### src/rtl/flappy_pkg.sv
// Shared types and constants for the flappy scene generator.
package flappy_pkg;

  typedef enum logic [1:0] {
    ST_READY = 2'd0,
    ST_PLAY  = 2'd1,
    ST_DEAD  = 2'd2
  } state_t;

  localparam int H_ACTIVE_DEF = 640;
  localparam int V_ACTIVE_DEF = 480;

  // Fibonacci taps 8,6,5,4 mapped onto bits 7,5,4,3
  localparam logic [7:0] LFSR_SEED = 8'hA5;
  localparam logic [7:0] LFSR_TAPS = 8'hB8;

  localparam logic        [9:0]  RST_BIRD_Y  = 10'd232;
  localparam logic signed [10:0] RST_PIPE0_X = 11'sd640;
  localparam logic signed [10:0] RST_PIPE1_X = 11'sd960;
  localparam logic        [9:0]  RST_GAP_TOP = 10'd176;

endpackage

### src/rtl/scene_gen_if.sv
// Pixel/frame/control bundle between the VGA side, the game controls and scene_gen.
interface scene_gen_if;
  logic       reset_game;
  logic       flap;
  logic       halt;
  logic       frame_tick;
  logic [9:0] pixel_x;
  logic [9:0] pixel_y;
  logic       bird_color;
  logic       pipe_color;
  logic [9:0] bird_y;
  logic [1:0] state;

  modport master (
    output reset_game, flap, halt, frame_tick, pixel_x, pixel_y,
    input  bird_color, pipe_color, bird_y, state
  );

  modport slave (
    input  reset_game, flap, halt, frame_tick, pixel_x, pixel_y,
    output bird_color, pipe_color, bird_y, state
  );
endinterface

### src/rtl/lfsr8.sv
// Free-running 8-bit Fibonacci LFSR; only the async reset reseeds it.
module lfsr8
  import flappy_pkg::*;
(
  input  logic       clk,
  input  logic       reset_n,
  output logic [7:0] value
);

  always_ff @(posedge clk or negedge reset_n) begin
    if (!reset_n) value <= LFSR_SEED;
    else          value <= {value[6:0], ^(value & LFSR_TAPS)};
  end

endmodule

### src/rtl/scene_gen.sv
// Bird physics, scrolling pipes and game FSM; emits registered per-pixel colour flags.
//   state    | meaning
//   ST_READY | waiting for first flap, nothing moves
//   ST_PLAY  | physics and scrolling on every frame_tick
//   ST_DEAD  | frozen until reset_game
module scene_gen
  import flappy_pkg::*;
#(
  parameter int H_ACTIVE     = H_ACTIVE_DEF,
  parameter int V_ACTIVE     = V_ACTIVE_DEF,
  parameter int BIRD_X       = 160,
  parameter int BIRD_SIZE    = 16,
  parameter int PIPE_W       = 64,
  parameter int GAP_H        = 128,
  parameter int PIPE_SPACING = 320,
  parameter int GRAVITY      = 1,
  parameter int FLAP_VEL     = -8,
  parameter int MAX_FALL     = 8,
  parameter int SCROLL       = 2
) (
  input  logic     clk,
  input  logic     reset_n,
  scene_gen_if.slave io
);

  localparam logic signed [5:0]  GRAV_V   = 6'(GRAVITY);
  localparam logic signed [5:0]  FLAP_V   = 6'(FLAP_VEL);
  localparam logic signed [5:0]  MAX_V    = 6'(MAX_FALL);
  localparam logic signed [10:0] Y_MAX    = 11'(V_ACTIVE - BIRD_SIZE);
  localparam logic signed [10:0] SCROLL_X = 11'(SCROLL);
  localparam logic signed [10:0] WRAP_LIM = 11'(-PIPE_W);
  localparam logic signed [10:0] WRAP_ADD = 11'(2 * PIPE_SPACING);
  localparam logic signed [11:0] PIPE_W12 = 12'(PIPE_W);

  state_t             state_q;
  logic        [9:0]  bird_y_q;
  logic signed [5:0]  vel_q;
  logic signed [10:0] pipe_x_q [2];
  logic        [9:0]  gap_q [2];
  logic               latch_q, flap_prev_q;
  logic               bird_color_q, pipe_color_q;
  logic        [7:0]  lfsr_val;

  logic               flap_edge, flap_now;
  logic signed [5:0]  vel_inc, vel_next;
  logic signed [10:0] y_sum;
  logic signed [10:0] px_step [2];
  logic signed [10:0] px_next [2];
  logic        [1:0]  wrap;
  logic signed [11:0] pix_x12, pipe_lo;
  logic        [1:0]  pipe_hit;
  logic               visible, bird_hit;

  lfsr8 u_lfsr (.clk(clk), .reset_n(reset_n), .value(lfsr_val));

  always_comb begin
    flap_edge = io.flap & ~flap_prev_q;
    flap_now  = latch_q | flap_edge;
    vel_inc   = vel_q + GRAV_V;
    vel_next  = flap_now ? FLAP_V : ((vel_inc > MAX_V) ? MAX_V : vel_inc);
    y_sum     = $signed({1'b0, bird_y_q}) + $signed({{5{vel_next[5]}}, vel_next});
    pix_x12   = $signed({2'b00, io.pixel_x});
    visible   = (io.pixel_x < 10'(H_ACTIVE)) && (io.pixel_y < 10'(V_ACTIVE));
    bird_hit  = visible
              && (io.pixel_x >= 10'(BIRD_X)) && (io.pixel_x < 10'(BIRD_X + BIRD_SIZE))
              && ({1'b0, io.pixel_y} >= {1'b0, bird_y_q})
              && ({1'b0, io.pixel_y} <  {1'b0, bird_y_q} + 11'(BIRD_SIZE));
    pipe_lo   = '0;
    pipe_hit  = '0;
    wrap      = '0;
    for (int i = 0; i < 2; i++) begin
      px_step[i] = pipe_x_q[i] - SCROLL_X;
      wrap[i]    = px_step[i] <= WRAP_LIM;
      px_next[i] = wrap[i] ? px_step[i] + WRAP_ADD : px_step[i];
      pipe_lo    = $signed({pipe_x_q[i][10], pipe_x_q[i]});
      pipe_hit[i] = visible && (pix_x12 >= pipe_lo) && (pix_x12 < pipe_lo + PIPE_W12)
                  && (({1'b0, io.pixel_y} <  {1'b0, gap_q[i]})
                   || ({1'b0, io.pixel_y} >= {1'b0, gap_q[i]} + 11'(GAP_H)));
    end
  end

  always_ff @(posedge clk or negedge reset_n) begin
    if (!reset_n) begin
      state_q      <= ST_READY;
      bird_y_q     <= RST_BIRD_Y;
      vel_q        <= '0;
      pipe_x_q[0]  <= RST_PIPE0_X;
      pipe_x_q[1]  <= RST_PIPE1_X;
      gap_q[0]     <= RST_GAP_TOP;
      gap_q[1]     <= RST_GAP_TOP;
      latch_q      <= 1'b0;
      flap_prev_q  <= 1'b0;
      bird_color_q <= 1'b0;
      pipe_color_q <= 1'b0;
    end else begin
      flap_prev_q  <= io.flap;
      bird_color_q <= bird_hit;
      pipe_color_q <= |pipe_hit;
      if (io.reset_game) begin
        state_q      <= ST_READY;
        bird_y_q     <= RST_BIRD_Y;
        vel_q        <= '0;
        pipe_x_q[0]  <= RST_PIPE0_X;
        pipe_x_q[1]  <= RST_PIPE1_X;
        gap_q[0]     <= RST_GAP_TOP;
        gap_q[1]     <= RST_GAP_TOP;
        latch_q      <= 1'b0;
        bird_color_q <= 1'b0;
        pipe_color_q <= 1'b0;
      end else begin
        case (state_q)
          ST_READY: begin
            // latch stays set so the first PLAY tick applies the flap velocity
            if (flap_edge) begin
              state_q <= ST_PLAY;
              latch_q <= 1'b1;
            end
          end
          ST_PLAY: begin
            latch_q <= io.frame_tick ? 1'b0 : flap_now;
            if (io.halt) begin
              state_q <= ST_DEAD;
            end else if (io.frame_tick) begin
              if (y_sum < 0) begin
                bird_y_q <= '0;
                vel_q    <= '0;
              end else if (y_sum > Y_MAX) begin
                bird_y_q <= Y_MAX[9:0];
                vel_q    <= '0;
              end else begin
                bird_y_q <= y_sum[9:0];
                vel_q    <= vel_next;
              end
              for (int i = 0; i < 2; i++) begin
                pipe_x_q[i] <= px_next[i];
                if (wrap[i]) gap_q[i] <= 10'd48 + {2'b00, lfsr_val};
              end
            end
          end
          ST_DEAD: state_q <= ST_DEAD;
          default: state_q <= ST_READY;
        endcase
      end
    end
  end

  assign io.bird_color = bird_color_q;
  assign io.pipe_color = pipe_color_q;
  assign io.bird_y     = bird_y_q;
  assign io.state      = state_q;

endmodule

### src/flat_wrapper.sv
// flat-port wrapper written by rule: the top's interface ports become plain ports
module scene_gen_flat import flappy_pkg::*;
#(
  parameter int H_ACTIVE     = H_ACTIVE_DEF,
  parameter int V_ACTIVE     = V_ACTIVE_DEF,
  parameter int BIRD_X       = 160,
  parameter int BIRD_SIZE    = 16,
  parameter int PIPE_W       = 64,
  parameter int GAP_H        = 128,
  parameter int PIPE_SPACING = 320,
  parameter int GRAVITY      = 1,
  parameter int FLAP_VEL     = -8,
  parameter int MAX_FALL     = 8,
  parameter int SCROLL       = 2
)
  (clk, reset_n, io_reset_game, io_flap, io_halt, io_frame_tick, io_pixel_x, io_pixel_y, io_bird_color, io_pipe_color, io_bird_y, io_state);
  scene_gen_if io_i ();
  input  logic clk;
  input  logic reset_n;
  input wire logic [$bits(io_i.reset_game)-1:0] io_reset_game;
  input wire logic [$bits(io_i.flap)-1:0] io_flap;
  input wire logic [$bits(io_i.halt)-1:0] io_halt;
  input wire logic [$bits(io_i.frame_tick)-1:0] io_frame_tick;
  input wire logic [$bits(io_i.pixel_x)-1:0] io_pixel_x;
  input wire logic [$bits(io_i.pixel_y)-1:0] io_pixel_y;
  output wire logic [$bits(io_i.bird_color)-1:0] io_bird_color;
  output wire logic [$bits(io_i.pipe_color)-1:0] io_pipe_color;
  output wire logic [$bits(io_i.bird_y)-1:0] io_bird_y;
  output wire logic [$bits(io_i.state)-1:0] io_state;
  assign io_i.reset_game = io_reset_game;
  assign io_i.flap = io_flap;
  assign io_i.halt = io_halt;
  assign io_i.frame_tick = io_frame_tick;
  assign io_i.pixel_x = io_pixel_x;
  assign io_i.pixel_y = io_pixel_y;
  assign io_bird_color = io_i.bird_color;
  assign io_pipe_color = io_i.pipe_color;
  assign io_bird_y = io_i.bird_y;
  assign io_state = io_i.state;
  scene_gen #(.H_ACTIVE(H_ACTIVE), .V_ACTIVE(V_ACTIVE), .BIRD_X(BIRD_X), .BIRD_SIZE(BIRD_SIZE), .PIPE_W(PIPE_W), .GAP_H(GAP_H), .PIPE_SPACING(PIPE_SPACING), .GRAVITY(GRAVITY), .FLAP_VEL(FLAP_VEL), .MAX_FALL(MAX_FALL), .SCROLL(SCROLL)) u_core (.clk(clk), .reset_n(reset_n), .io(io_i));
endmodule
### config.mk
export PLATFORM = sky130hd
export DESIGN_NAME = scene_gen_flat
export DESIGN_NICKNAME = d
export VERILOG_FILES = /design/src/rtl/flappy_pkg.sv /design/src/rtl/scene_gen_if.sv /design/src/rtl/lfsr8.sv /design/src/rtl/scene_gen.sv /design/src/flat_wrapper.sv
export SDC_FILE = /design/constraint.sdc
export NUM_CORES = 1
export LEC_CHECK = 0
export BUFFER_PORTS_ARGS = -buffer_cell sky130_fd_sc_hd__buf_4
export CAP_MARGIN = 40
export CORE_ASPECT_RATIO = 0.6
export CORE_MARGIN = 2
export CORE_UTILIZATION = 57
export CTS_CLUSTER_DIAMETER = 150
export DETAILED_ROUTE_END_ITERATION = 6
export PLACE_DENSITY = 0.88
export SYNTH_ARGS = -nofsm -noshare
export SYNTH_HDL_FRONTEND = slang
export SYNTH_HIERARCHICAL = 1
export SYNTH_SLANG_ARGS = --single-unit
### constraint.sdc
create_clock -name clk -period 4.32 [get_ports clk]
set_input_delay 0.864 -clock clk [delete_from_list [all_inputs] [get_ports clk]]
set_output_delay 0.864 -clock clk [all_outputs]
set_load 0.1 [all_outputs]
* Word level (Yosys, flattened, before mapping)
Index checks and enable logic that the tools add are counted.
** Word-level totals
- Register bits after elaboration :: 72
- Input bits :: 26
- Output and inout port bits :: 14
- Logic and storage cells :: 113
** Operators by class
- Reduce and logical (&&, ||, !) cells :: 26
- Order comparisons :: 19
- Equality and inequality tests :: 5
- Bitwise gates (word level) :: 3
- Add/subtract/negate cells :: 12
- Mux-type cells :: 36
** Operators by type and width (count)
- $mux W22 :: 4
- $mux W10 :: 8
- $mux W20 :: 4
- $mux W6 :: 8
- $add A11 B8 Y12 const B :: 2
- $lt A11 B12 Y1 :: 2
- $add A10 B8 Y11 const B :: 2
- $add A11 B11 Y11 const B :: 2
- $ge A10 B11 Y1 :: 2
- $ge A11 B11 Y1 :: 2
- $le A11 B7 Y1 const B :: 2
- $mux W11 :: 2
- $sub A11 B3 Y11 const B :: 2
- $lt A10 B10 Y1 :: 2
- $add A10 B5 Y11 const B :: 1
- $add A11 B6 Y11 :: 1
- $gt A11 B10 Y1 const B :: 1
- $logic_and A1 B1 Y1 :: 11
- $lt A10 B11 Y1 :: 1
- $lt A11 B1 Y1 const B :: 1
- $ge A10 B10 Y1 :: 1
- $ge A10 B8 Y1 const B :: 1
- $lt A10 B10 Y1 const B :: 1
- $lt A10 B8 Y1 const B :: 1
- 25 further kinds :: 37

* Logic depth before layout (Yosys ltp)
Gate-level depths: netlist (run 1).
- Depth in word-level cells :: 12
- Mapped depth :: 15
- Depth with buffers taken out :: 15

* Cells and area by module
Netlist (run 1), hierarchy kept.
** By module, submodules not included
- scene_gen :: cells an instance 655, area each 5640.4 sq um, times used 1, sequential area each 1521.5 sq um
- lfsr8 :: cells an instance 11, area each 231.5 sq um, times used 1, sequential area each 205.2 sq um

* Least setup slack after synthesis (run 1)
No wires, ideal clock.
- Path type :: input port to flip-flop
- Start point :: in io_flap
- End point :: reg u_core.bird_y_q[1] (netlist: u_core/io.bird_y[1])
- Buffers on the path :: 0
- Required time :: 4.251 ns
- Setup time :: 0.069 ns
- Path slack :: 0.615 ns
- Stages on the path :: 12
- Arrival :: 3.635 ns
- Cell sequence :: nor2b_1 > nor2_1 > o211ai_1 > or3_1 > ha_1 > a21o_1 > a221oi_1 > o21ai_1 > xor2_1 > a41o_1 > nor3_2 > a22o_1
** Between the ends
- Cells in the longest elaborated chain, start to end :: 11
- Elaborated cells on any way between the ends :: 12
- Classes of those cells :: add/sub (1); order compare (2); mux (7); bitwise (2)
** Ends and longest elaborated chain
- from (decl) :: line flat_wrapper.sv:21 : input wire logic [$bits(io_i.flap)-1:0] io_flap;
- $and A1 B1 Y1 * :: line scene_gen.sv:57 : flap_edge = io.flap & ~flap_prev_q;
- $or A1 B1 Y1 * :: line scene_gen.sv:58 : flap_now = latch_q | flap_edge;
- $mux W6 * :: line scene_gen.sv:60 : vel_next = flap_now ? FLAP_V : ((vel_inc > MAX_V) ? MAX_V : vel_inc);
- $add A11 B6 Y11 * :: line scene_gen.sv:61 : y_sum = $signed({1'b0, bird_y_q}) + $signed({{5{vel_next[5]}}, vel_next});
- $gt A11 B10 Y1 :: line scene_gen.sv:127 : end else if (y_sum > Y_MAX) begin
- $mux W10 :: line scene_gen.sv:127
- $mux W10 * :: line scene_gen.sv:124 : if (y_sum < 0) begin
- $mux W10 * :: line scene_gen.sv:123 : end else if (io.frame_tick) begin
- $mux W10 * :: line scene_gen.sv:121 : if (io.halt) begin
- $mux W10 * :: line scene_gen.sv:111 : case (state_q)
- $mux W10 * :: line scene_gen.sv:99 : if (io.reset_game) begin
- to (signal assigned) :: line scene_gen.sv:128 : bird_y_q <= Y_MAX[9:0];
- to (signal assigned) :: line scene_gen.sv:131 : bird_y_q <= y_sum[9:0];
- to (decl) :: line scene_gen.sv:36 : logic [9:0] bird_y_q;
Mark *: on every way between the ends. The rest lies on a longest branch, timed or not. The select of a mux whose other input is x is not followed.
A chain may end at the register's enable or synchronous reset.

* Worst setup path after layout (run 1)
- Start point :: reg u_core.vel_q[0]
- End point :: reg u_core.bird_y_q[2] (netlist: u_core/io.bird_y[2])
** Between the ends
- Cells in the longest elaborated chain, start to end :: 12
- Elaborated cells on any way between the ends :: 13
- Classes of those cells :: add/sub (2); order compare (3); mux (8)
** Ends and longest elaborated chain
- from (decl) :: line scene_gen.sv:37 : logic signed [5:0] vel_q;
- from (signal assigned) :: line scene_gen.sv:132 : vel_q <= vel_next;
- $add A6 B2 Y6 * :: line scene_gen.sv:59 : vel_inc = vel_q + GRAV_V;
- $gt A6 B5 Y1 :: line scene_gen.sv:60
- $mux W6 * (2 in a row) :: line scene_gen.sv:60
- $add A11 B6 Y11 * :: line scene_gen.sv:61
- $gt A11 B10 Y1 :: line scene_gen.sv:127
- $mux W10 :: line scene_gen.sv:127
- $mux W10 * :: line scene_gen.sv:124
- $mux W10 * :: line scene_gen.sv:123
- $mux W10 * :: line scene_gen.sv:121
- $mux W10 * :: line scene_gen.sv:111
- $mux W10 * :: line scene_gen.sv:99
Marked as above.

==> run summary, run 1 <==
Post-synth net total: 787
P_int: 1280 uW
Root buffer cell: clkbuf_16
Post-synth EDFFs: 0
Hold-fix buffers, CTS: 0
Critical path launch point type: register
CP bufs+invs: 0
Cell taking the most area after synthesis: dfrtp_1
Fill cells: 747
Placer Congestion: 0.9449
Die width: 135.0 um
Cell chain of the critical path: ha_1, nand2b_1, and3_1, o22a_1, o211ai_1, or3_1, ha_1, a21o_1, a221oi_1, o21ai_1, xor2_1, a41o_1, nor3_4, a22o_1
VDD IR max: 255.0 uV
Die ar.: 11160 sq um
RSZ-0062 raised after global routing: false
Net switching share of the total power: 0.2958
Post-synthesis mux area share: 0.02919
Min-delay worst type: reg -> reg
#FFs+latches synth: 68
Crit end category: register
Top delay family on crit path: compound AO/OA/AOI/OAI gates
Clock sinks: 68
Mapped Area: 5872 sq um
Post-synthesis simple-gate area fraction: 0.1762
Leakage power: 0.003157 uW
Power Dens Cells: 275.7 nW/um^2
# IOs: 40
GRT Total Usage: 0.2749
P_sw: 537.6 uW
CTS buffer count: 9
Tmin final: 3.982 ns
Initial antenna violation count: 0
Worst Tran Pin Value: 0.8756 ns
Combinational power share: 0.219
WS Path Type: reg -> reg
Ys Warns: 6
# nets final: 822
Worst Path Required: 4.59 ns
Setup Skew: 0.004347 ns
Largest net degree at the start of global routing: 69
WP data arrival: 4.25 ns
Clock latency on the worst-skew pair: 0.33 ns
DRT antenna net count: 0
Core area: 9950 sq um
Post-synth ARST share: 1.000
Die Y-Extent: 82.62 um
Layout cells sized above 1: 0.1190
Metal-1 WL: 6637 um
DRC: 0
Layout Utilization: 0.6625
Seq/Total Area, Yosys: 0.2941
Main combinational cell family by area after synthesis: adder cells
Worst rel slew slack: 0.4163
Vias in the first global route: 5037
Met3 Routed Length: 1114 um
Achievable Freq: 0.2511 GHz
Initial DRC Count: 548
Syn avg cell area: 8.817 sq um
Max layer used: met4
Post-synthesis cell type count: 66
First-pass GRT wire length: 24210 um
CP peak stage delay: 0.46 ns
Top FF cell, synth: dfrtp_1
Mapped Cells: 666
Maximum buffer depth of the clock tree: 2
Vias: 5244
Number of cell rows: 28
Slowest-stage cell, CP: or3_1
Final Cycle Share: 0.9218
Worst path most repeated cell: ha_1
Synth-to-Final Area Change: 12.25%
CTS clk-pin slew, worst paths: 0.06 ns
Pre-Repair DR Iteration Count: 6
Critical path peak fanout: 7
CTS H-tree lvls: 3
Initial core utilization: 0.5902
Post-synthesis compound-gate area fraction: 0.1711
Met2 Wirelength: 6967 um
Status: finished clean
ANT cells: 0
Post-Synth Adder-Cell Area: 0.2037
Hold Vio Cnt, Final: 0
TritonCTS clock tree: done
WL/cell: 17.80 um
Sequential Power Share: 0.366
Synth Area in XOR/XNOR: 0.07287
Top-area cell type share of the netlist area: 0.2046
Ranking of synthesized cells by area: dfrtp_1, ha_1, dfstp_2, xnor2_1, nor2_1
Final setup vio count: 0
Post-DR vias/cell: 6.235
Grt total ovfl: 0
Max-cap violations: 0
Setup_tns: 0 ns
Clock Power Share: 0.415
Final Max Tran Viols: 0
Port Buf Inserts: 38
Setup Fix Bufs, Post-CTS: 0
Total length of routed wires: 14970 um
HPWL Detailed: 10990 um
repair_timing:
| action | 4_1_cts | 5_1_grt |
|---|---|---|
| endpoints found under the hold margin | 0 | 0 |
| setup endpoints to repair | 0 | 4 |
| gates resized for setup | 0 | 1 |
cell usage after synthesis (all sizes together) (16+ instances only):
cell / instances
nor2: 77
nand2: 29
mux2i: 16
xnor2: 36
nor3: 24
a21oi: 41
o21ai: 28
ha: 94
dfstp: 20
inv: 62
nand3: 21
dfrtp: 48
flip-flops by register name, summed over array words and instances (netlist names):
| register | flops |
|---|---|
| u_core/latch_q | 1 |
| u_core/pipe_x_q | 10 |
| u_core/flap_prev_q | 1 |
| u_core/io.state | 2 |
| u_core/vel_q | 6 |
| u_core/io.bird_color | 1 |
| u_core/gap_q | 18 |
| u_core/u_lfsr/value | 8 |
| u_core/pipe_lo | 10 |
| u_core/io.pipe_color | 1 |
| u_core/io.bird_y | 10 |
layout by cell type, fill, tap and decap left out, types with 4 or more instances in the layout:
master	Yosys	final
a21o_1	13	13
xnor2_1	35	35
nor2b_1	10	10
a211o_1	8	8
and2_1	4	4
buf_4	0	42
mux2i_1	16	16
o31ai_1	6	6
ha_1	94	94
xor2_1	12	12
a22o_1	9	9
o21ai_0	23	23
clkbuf_16	0	9
nor3_1	21	21
dfstp_2	20	20
o21ai_1	5	5
nand4_1	7	7
and3_1	8	8
a21oi_1	41	41
nand2b_1	8	8
nor2_1	77	77
inv_1	61	61
dfrtp_1	48	48
a211oi_1	6	6
nand3_1	21	21
o21a_1	5	5
nand2_1	29	29
layout make-up:
type                            instances  area [sq um]  share of cell area
Clock buffer                           13         260.3             0.03948
Clock inverter                          3         46.29            0.007024
Inverter                               62         232.7             0.03531
Multi-Input combinational cell        518          3841              0.5828
Sequential cell                        68          1727              0.2620
Tap cell                              135         168.9             0.02563
Timing Repair Buffer                   42         315.3             0.04784
per-layer routing:
| metal | GRT usage | vias up |
|---|---|---|
| li1 | - | 2444 |
| met1 | 0.3692 | 2524 |
| met2 | 0.4503 | 236 |
| met3 | 0.05128 | 40 |
| met4 | 0.09896 | 0 |
| met5 | 0 | - |
kinds of logic after synthesis:
kind of cell               count (synthesis)
AOI/OAI and AO/OA                        150
xor gates and xnor gates                  48
adders and majority gates                 95
buffers and inverters                     80
DFF                                       68
muxes                                     17
and+or+nand+nor                          208
power by group through the flow:
stage	combinational, uW	sequential [uW]	clock (uW)
3_5_place_dp	384	674	0
4_1_cts	387	664	770
5_1_grt	437	666	796
3_3_place_gp	359	674	0
2_1_floorplan	244	699	0
6_report	398	665	755
path summary, 6_finish.rpt:
kind	cells after the start	startpoint	slack, ns	to
max	14	u_core/vel_q[0]	0.34	u_core/io.bird_y[2]
min in group asynchronous	1	reset_n	0.63	u_core/pipe_lo[4]
min reg2reg	0	u_core/u_lfsr/value[1]	0.41	u_core/u_lfsr/value[2]
min	0	u_core/u_lfsr/value[1]	0.41	u_core/u_lfsr/value[2]
max in group asynchronous	1	reset_n	3.09	u_core/pipe_x_q[17]
max reg2reg	14	u_core/vel_q[0]	0.34	u_core/io.bird_y[2]
through the flow:
stage | instances | hold slack (ns) | area (sq um) | total power, uW | worst slack [ns]
3_5_place_dp | 825 | 0.3976 | 6279 | 1058 | 0.03438
2_1_floorplan | 666 | 0.3736 | 5872 | 942.7 | 0.6152
4_1_cts | 841 | 0.4074 | 6585 | 1822 | 0.2935
5_1_grt | 841 | 0.4128 | 6591 | 1899 | 0.1062
3_3_place_gp | 824 | 0.3865 | 6271 | 1033 | 0.2087
6_report | 841 | 0.4095 | 6591 | 1817 | 0.3379
worst reg2reg max path, stage by stage, from the launching register on:
cell	delay (ns)
dfrtp_1	0.42
ha_1	0.29
nand2b_1	0.10
and3_1	0.16
o22a_1	0.13
o211ai_1	0.16
or3_1	0.46
ha_1	0.35
a21o_1	0.21
a221oi_1	0.43
o21ai_1	0.14
xor2_1	0.20
a41o_1	0.31
nor3_4	0.36
a22o_1	0.19
Note: power is estimated with default switching activity, not from simulation.
==> inputs of run 2 (changes only) <==
==> constraint.sdc (replaced) <==
create_clock -name clk -period 4.32 [get_ports clk]
set_input_delay 0.216 -clock clk [delete_from_list [all_inputs] [get_ports clk]]
set_output_delay 0.216 -clock clk [all_outputs]
set_load 0.1 [all_outputs]
==> run 2 against run 1 <==
  * Largest power group unchanged
  * Worst hold slack lost 0.21 ns
  * Via count shrank 1.4%
  * Final cell count grew 0.24%
  * Global-route usage grew 0.090 points
  * Die area is the same
  * Power grew 2.4%
  * Critical path depth is the same
  * Highest routed layer unchanged
  * Combinational power is essentially flat
  * Setup slack lost 0.079 ns
  * First-iteration DRC count grew 2.7%
  * Clock power grew 6.0%
  * Non-clock buffer count grew 2
==> run summary, run 2 (synthesized netlist as in run 1, its figures left out) <==
Status: finished clean (unchanged)
WL/cell: 17.27 um (was 17.80 um)
ANT cells: 0 (unchanged)
Min-delay worst type: in -> reg (was reg -> reg)
Hold Vio Cnt, Final: 0 (unchanged)
WS Path Type: reg -> reg (unchanged)
HPWL Detailed: 11040 um (was 10990 um)
Number of cell rows: 28 (unchanged)
Setup_tns: 0 ns (unchanged)
Layout cells sized above 1: 0.1215 (was 0.1190)
Placer Congestion: 0.9496 (was 0.9449)
Die width: 135.0 um (unchanged)
R2R Path Start: u_core/vel_q[0] (unchanged)
DRT antenna net count: 0 (unchanged)
Commonest non-fill, non-tap cell in the layout: ha_1 (unchanged)
Combinational power share: 0.213 (was 0.219)
Root buffer cell: clkbuf_16 (unchanged)
Register with the most flip-flops: u_core/gap_q (unchanged)
Worst reg-to-reg setup slack: 0.26 ns (was 0.34 ns)
CTS H-tree lvls: 3 (unchanged)
Achievable Freq: 0.2463 GHz (was 0.2511 GHz)
Pre-Repair DR Iteration Count: 5 (was 6)
Die Y-Extent: 82.62 um (unchanged)
Final setup vio count: 0 (unchanged)
CTS clk-pin slew, worst paths: 0.06 ns (about the same)
Placement Cell Area: 6291 sq um (was 6279 sq um)
RR Endpoint: u_core/io.bird_y[2] (unchanged)
Die ar.: 11160 sq um (unchanged)
Largest net degree at the start of global routing: 55 (was 69)
Initial antenna violation count: 0 (unchanged)
Most frequent cells in the layout: ha_1, nor2_1, inv_1 (unchanged)
Initial core utilization: 0.5902 (unchanged)
Clock Power Share: 0.430 (was 0.415)
Final Max Tran Viols: 0 (unchanged)
Synth-to-Final Area Change: 13.00% (was 12.25%)
P_sw: 550.6 uW (was 537.6 uW)
# IOs: 40 (unchanged)
Clock sinks: 68 (unchanged)
Tmin final: 4.061 ns (was 3.982 ns)
Setup Fix Bufs, Post-CTS: 0 (unchanged)
Grt total ovfl: 0 (unchanged)
Vias in the first global route: 5181 (was 5037)
Port Buf Inserts: 38 (unchanged)
Slack of the critical path: 0.2594 ns (was 0.3379 ns)
Max reg flops: 18 (unchanged)
DRC: 0 (unchanged)
RSZ-0062 raised after global routing: false (unchanged)
Worst Hold Depth: 4 (was 0)
Vias: 5169 (was 5244)
P_int: 1311 uW (was 1280 uW)
Post-DR vias/cell: 6.132 (was 6.235)
Initial DRC Count: 563 (was 548)
Worst Tran Pin Value: 0.7787 ns (was 0.8756 ns)
Critical path peak fanout: 7 (unchanged)
Total length of routed wires: 14560 um (was 14970 um)
Net switching share of the total power: 0.2958 (about the same)
Setup Skew: 0.008907 ns (was 0.004347 ns)
WP data arrival: 4.33 ns (was 4.25 ns)
Max-cap violations: 0 (unchanged)
Hold Path Sink: u_core/latch_q (was u_core/u_lfsr/value[2])
Clock latency on the worst-skew pair: 0.34 ns (was 0.33 ns)
Cells on worst reg2reg path: 14 (unchanged)
Crit end category: register (unchanged)
Power Dens Cells: 280.5 nW/um^2 (was 275.7 nW/um^2)
Layout Utilization: 0.6669 (was 0.6625)
CTS buffer count: 9 (unchanged)
Hold WS: 0.2019 ns (was 0.4095 ns)
First-pass GRT wire length: 24410 um (was 24210 um)
TritonCTS clock tree: done (unchanged)
GRT Total Usage: 0.2758 (was 0.2749)
Worst Path Required: 4.59 ns (about the same)
Leakage power: 0.003176 uW (was 0.003157 uW)
Critical path launch point type: register (unchanged)
# nets final: 824 (was 822)
Sequential Power Share: 0.357 (was 0.366)
Setup Slack @ Placement: 0.3935 ns (was 0.03438 ns)
Finished Cell Area: 6635 sq um (was 6591 sq um)
Hold Path Origin: io_frame_tick (was u_core/u_lfsr/value[1])
VDD IR max: 339.8 uV (was 255.0 uV)
Worst rel slew slack: 0.4789 (was 0.4163)
Final Cycle Share: 0.9399 (was 0.9218)
Maximum buffer depth of the clock tree: 2 (unchanged)
Core area: 9950 sq um (unchanged)
[run 2: cell count changes in the layout (fill, tap and decap cells not counted), moves of 2 or more]
cell           before  now
clkbuf_8            2    0
inv_6               0    2
clkbuf_1            2    0
dlygate4sd3_1       0    2
[run 2: how the worst max path moves through the flow]
stage	from	endpoint	depth (start not counted)
global placement	u_core/vel_q[0]	u_core/vel_q[2]	14
CTS	u_core/vel_q[0]	u_core/io.bird_y[2]	14
floorplan	u_core/vel_q[0]	u_core/io.bird_y[1]	14
detailed placement	u_core/vel_q[0]	u_core/io.bird_y[2]	14
global route	u_core/vel_q[1]	u_core/vel_q[3]	14
finish	u_core/vel_q[0]	u_core/io.bird_y[2]	14
[run 2: timing repair]
item / 4_1_cts / 5_1_grt
endpoints found under the hold margin: 19 / 0
resized for setup: 0 / 0
hold buffers: 2 / 0
[run 2: power by group through the flow]
| stage | logic [uW] | registers (uW) | clock network [uW] |
|---|---|---|---|
| 2_1_floorplan | 244 | 699 | 0 |
| 3_3_place_gp | 360 | 674 | 0 |
| 3_5_place_dp | 384 | 675 | 0 |
| 4_1_cts | 390 | 664 | 816 |
| 5_1_grt | 438 | 666 | 845 |
| 6_report | 397 | 664 | 800 |
[run 2: layout make-up]
type,instances,area [sq um]
fillers,761,3314
inverters,62,232.7
well taps,135,168.9
multi-input cells,518,3835
clock inverters,7,98.84
clock buffers,9,225.2
repair buffers,44,347.8
flip-flops and latches,68,1727
[run 2: critical path: stages (launching register included)]
cell and delay, ns:
dfrtp_1 0.42, ha_1 0.29, nand2b_1 0.10, and3_1 0.15, o22a_1 0.14, o211ai_1 0.14, or3_1 0.44, ha_1 0.33
a21o_1 0.21, a221oi_1 0.41, xor2_1 0.27, o31ai_1 0.12, a41o_1 0.29, nor3_2 0.47, a22o_1 0.22
[run 2: layer usage]
layer / wire [um] / track usage / part of all wire
met1: 6642 / 0.3608 / 0.46
met2: 6800 / 0.4655 / 0.47
met3: 859 / 0.05128 / 0.059
met4: 258 / 0.09688 / 0.018
met5: 0 / 0 / 0
[run 2: per-stage QoR]
stage | power (uW) | instances
6_report | 1861 | 843
5_1_grt | 1949 | 843
4_1_cts | 1870 | 843
3_5_place_dp | 1059 | 825
3_3_place_gp | 1034 | 823
2_1_floorplan | 942.7 | 666
==> inputs of run 3 (changes only) <==
==> constraint.sdc (replaced) <==
create_clock -name clk -period 4.6 [get_ports clk]
set_input_delay 0.23 -clock clk [delete_from_list [all_inputs] [get_ports clk]]
set_output_delay 0.23 -clock clk [all_outputs]
set_load 0.02 [all_outputs]
==> run 3 against run 2 <==
  * Cell area grew 0.32%
  * Final cell count is the same
  * Setup slack better by 0.17 ns
  * Critical path type unchanged
==> run summary, run 3 (synthesized netlist as in run 1, its figures left out) <==
# nets final: 824 (unchanged)
Critical path launch point type: register (unchanged)
Placed Cells: 825 (unchanged)
Number of cell rows: 28 (unchanged)
Register with the most flip-flops: u_core/gap_q (unchanged)
WS Path Type: reg -> reg (unchanged)
Crit end category: register (unchanged)
Worst reg-to-reg setup slack: 0.43 ns (was 0.26 ns)
Maximum buffer depth of the clock tree: 2 (unchanged)
Tmin final: 4.171 ns (was 4.061 ns)
Placer Congestion: 0.9578 (was 0.9496)
Slack of the critical path: 0.4288 ns (was 0.2594 ns)
Largest net degree at the start of global routing: 69 (was 55)
Setup_tns: 0 ns (unchanged)
CTS H-tree lvls: 3 (unchanged)
Cells on worst reg2reg path: 14 (unchanged)
Root buffer cell: clkbuf_16 (unchanged)
TritonCTS clock tree: done (unchanged)
Met3 usage: 0.06044 (was 0.05128)
Max reg flops: 18 (unchanged)
Pre-Repair DR Iteration Count: 5 (unchanged)
Setup Skew: 0.008912 ns (was 0.008907 ns)
Initial core utilization: 0.5902 (unchanged)
CP Capture Point: u_core/vel_q[1] (was u_core/io.bird_y[2])
Sequential Power Share: 0.356 (was 0.357)
WP data arrival: 4.44 ns (was 4.33 ns)
Final setup vio count: 0 (unchanged)
Worst Tran Pin Value: 0.7813 ns (was 0.7787 ns)
Power Dens Cells: 263.6 nW/um^2 (was 280.5 nW/um^2)
CTS clk-pin slew, worst paths: 0.06 ns (about the same)
GRT busiest layer: met2 (unchanged)
P_int: 1273 uW (was 1311 uW)
# IOs: 40 (unchanged)
Final Cycle Share: 0.9068 (was 0.9399)
Leakage power: 0.003185 uW (was 0.003176 uW)
Initial antenna violation count: 0 (unchanged)
RR Endpoint: u_core/vel_q[1] (was u_core/io.bird_y[2])
RSZ-0062 raised after global routing: false (unchanged)
DRT antenna net count: 0 (unchanged)
Synth-to-Final Area Change: 13.36% (was 13.00%)
Grt met2 use: 0.4675 (was 0.4655)
R2R Path Start: u_core/vel_q[0] (unchanged)
Clock Power Share: 0.443 (was 0.430)
Layout cells sized above 1: 0.1201 (was 0.1215)
Combinational power share: 0.201 (was 0.213)
Setup Fix Bufs, Post-CTS: 0 (unchanged)
Most frequent cells in the layout: ha_1, nor2_1, inv_1 (unchanged)
ANT cells: 0 (unchanged)
Achievable Freq: 0.2397 GHz (was 0.2463 GHz)
Initial DRC Count: 484 (was 563)
Crit. Startpoint: u_core/vel_q[0] (unchanged)
Critical path peak fanout: 7 (unchanged)
P_sw: 481.3 uW (was 550.6 uW)
M1 GR Usage: 0.3630 (was 0.3608)
Min-delay worst type: in -> reg (unchanged)
Vias in the first global route: 5064 (was 5181)
WL/cell: 17.40 um (was 17.27 um)
Clock latency on the worst-skew pair: 0.34 ns (about the same)
Worst Path Required: 4.87 ns (was 4.59 ns)
Placement Cell Area: 6299 sq um (was 6291 sq um)
Fin cells: 843 (unchanged)
Clock sinks: 68 (unchanged)
Total length of routed wires: 14670 um (was 14560 um)
Hold Vio Cnt, Final: 0 (unchanged)
GRT Total Usage: 0.2763 (was 0.2758)
Final Max Tran Viols: 0 (unchanged)
Finished Cell Area: 6656 sq um (was 6635 sq um)
Status: finished clean (unchanged)
First-pass GRT wire length: 24410 um (about the same)
Net switching share of the total power: 0.2743 (was 0.2958)
Setup Slack @ Placement: 0.5843 ns (was 0.3935 ns)
Max-cap violations: 0 (unchanged)
Die width: 135.0 um (unchanged)
Post-DR vias/cell: 6.244 (was 6.132)
Commonest non-fill, non-tap cell in the layout: ha_1 (unchanged)
VDD IR max: 338.4 uV (was 339.8 uV)
DRC: 0 (unchanged)
HPWL Detailed: 10850 um (was 11040 um)
Worst rel slew slack: 0.4772 (was 0.4789)
Die ar.: 11160 sq um (unchanged)
Port Buf Inserts: 38 (unchanged)
Die Y-Extent: 82.62 um (unchanged)
CTS buffer count: 9 (unchanged)
Core area: 9950 sq um (unchanged)
Vias: 5264 (was 5169)
Grt total ovfl: 0 (unchanged)
run 3: area by class of cell:
| cell class | instances | area (sq um) |
|---|---|---|
| clock buffer | 13 | 270.3 |
| clock inverter | 3 | 67.56 |
| fill | 770 | 3293 |
| inverter | 62 | 232.7 |
| multi-input combinational | 518 | 3835 |
| sequential | 68 | 1727 |
| tap | 135 | 168.9 |
| timing repair buffer | 44 | 355.3 |
run 3: layer usage:
metal	share of wire	vias to the layer above	wire length, um
met4	0.016	0	230
met1	0.45	2570	6631
met5	0	-	0
met2	0.46	213	6800
met3	0.068	26	1004
li1	-	2455	-
run 3: worst min path at each step:
stage                       start                  to  slack [ns]  cells after the start
floorplan                 reset_n  u_core/flap_prev_q       -0.07                      0
global placement          io_flap  u_core/flap_prev_q        0.35                      1
detailed placement        reset_n   u_core/pipe_lo[5]        0.27                      2
CTS                 io_frame_tick      u_core/latch_q        0.22                      4
global route        io_frame_tick      u_core/latch_q        0.27                      4
finish                    io_halt  u_core/io.state[0]        0.24                      4
run 3: power by group through the flow:
stage / logic, uW / registers (uW) / clock network, uW
2_1_floorplan: 229 / 634 / 0
3_3_place_gp: 315 / 632 / 0
3_5_place_dp: 337 / 633 / 0
4_1_cts: 344 / 624 / 791
5_1_grt: 389 / 625 / 817
6_report: 353 / 624 / 778
run 3: what timing repair did:
action	CTS	global route
hold buffers	2	0
hold endpoints to repair	49	0
gates resized for setup	0	0
run 3: worst max-delay path, cell delays in order, from the launching register on:
cell	delay [ns]
dfrtp_1	0.42
ha_1	0.28
nand2b_1	0.09
and3_1	0.17
o22a_1	0.15
o211ai_1	0.16
or3_1	0.45
ha_1	0.35
a21o_1	0.23
a221oi_1	0.46
xor2_1	0.26
o31ai_1	0.12
a41o_1	0.28
nor3_2	0.48
a22o_1	0.21
run 3: metrics by stage:
step / total power [uW] / hold WS, ns / utilization
2_1_floorplan: 862.8 / -0.06559 / -
3_3_place_gp: 947.6 / 0.3468 / 0.6295
3_5_place_dp: 970.9 / 0.2742 / 0.6330
4_1_cts: 1759 / 0.2194 / 0.6690
5_1_grt: 1831 / 0.2672 / 0.6690
6_report: 1754 / 0.2357 / 0.6690
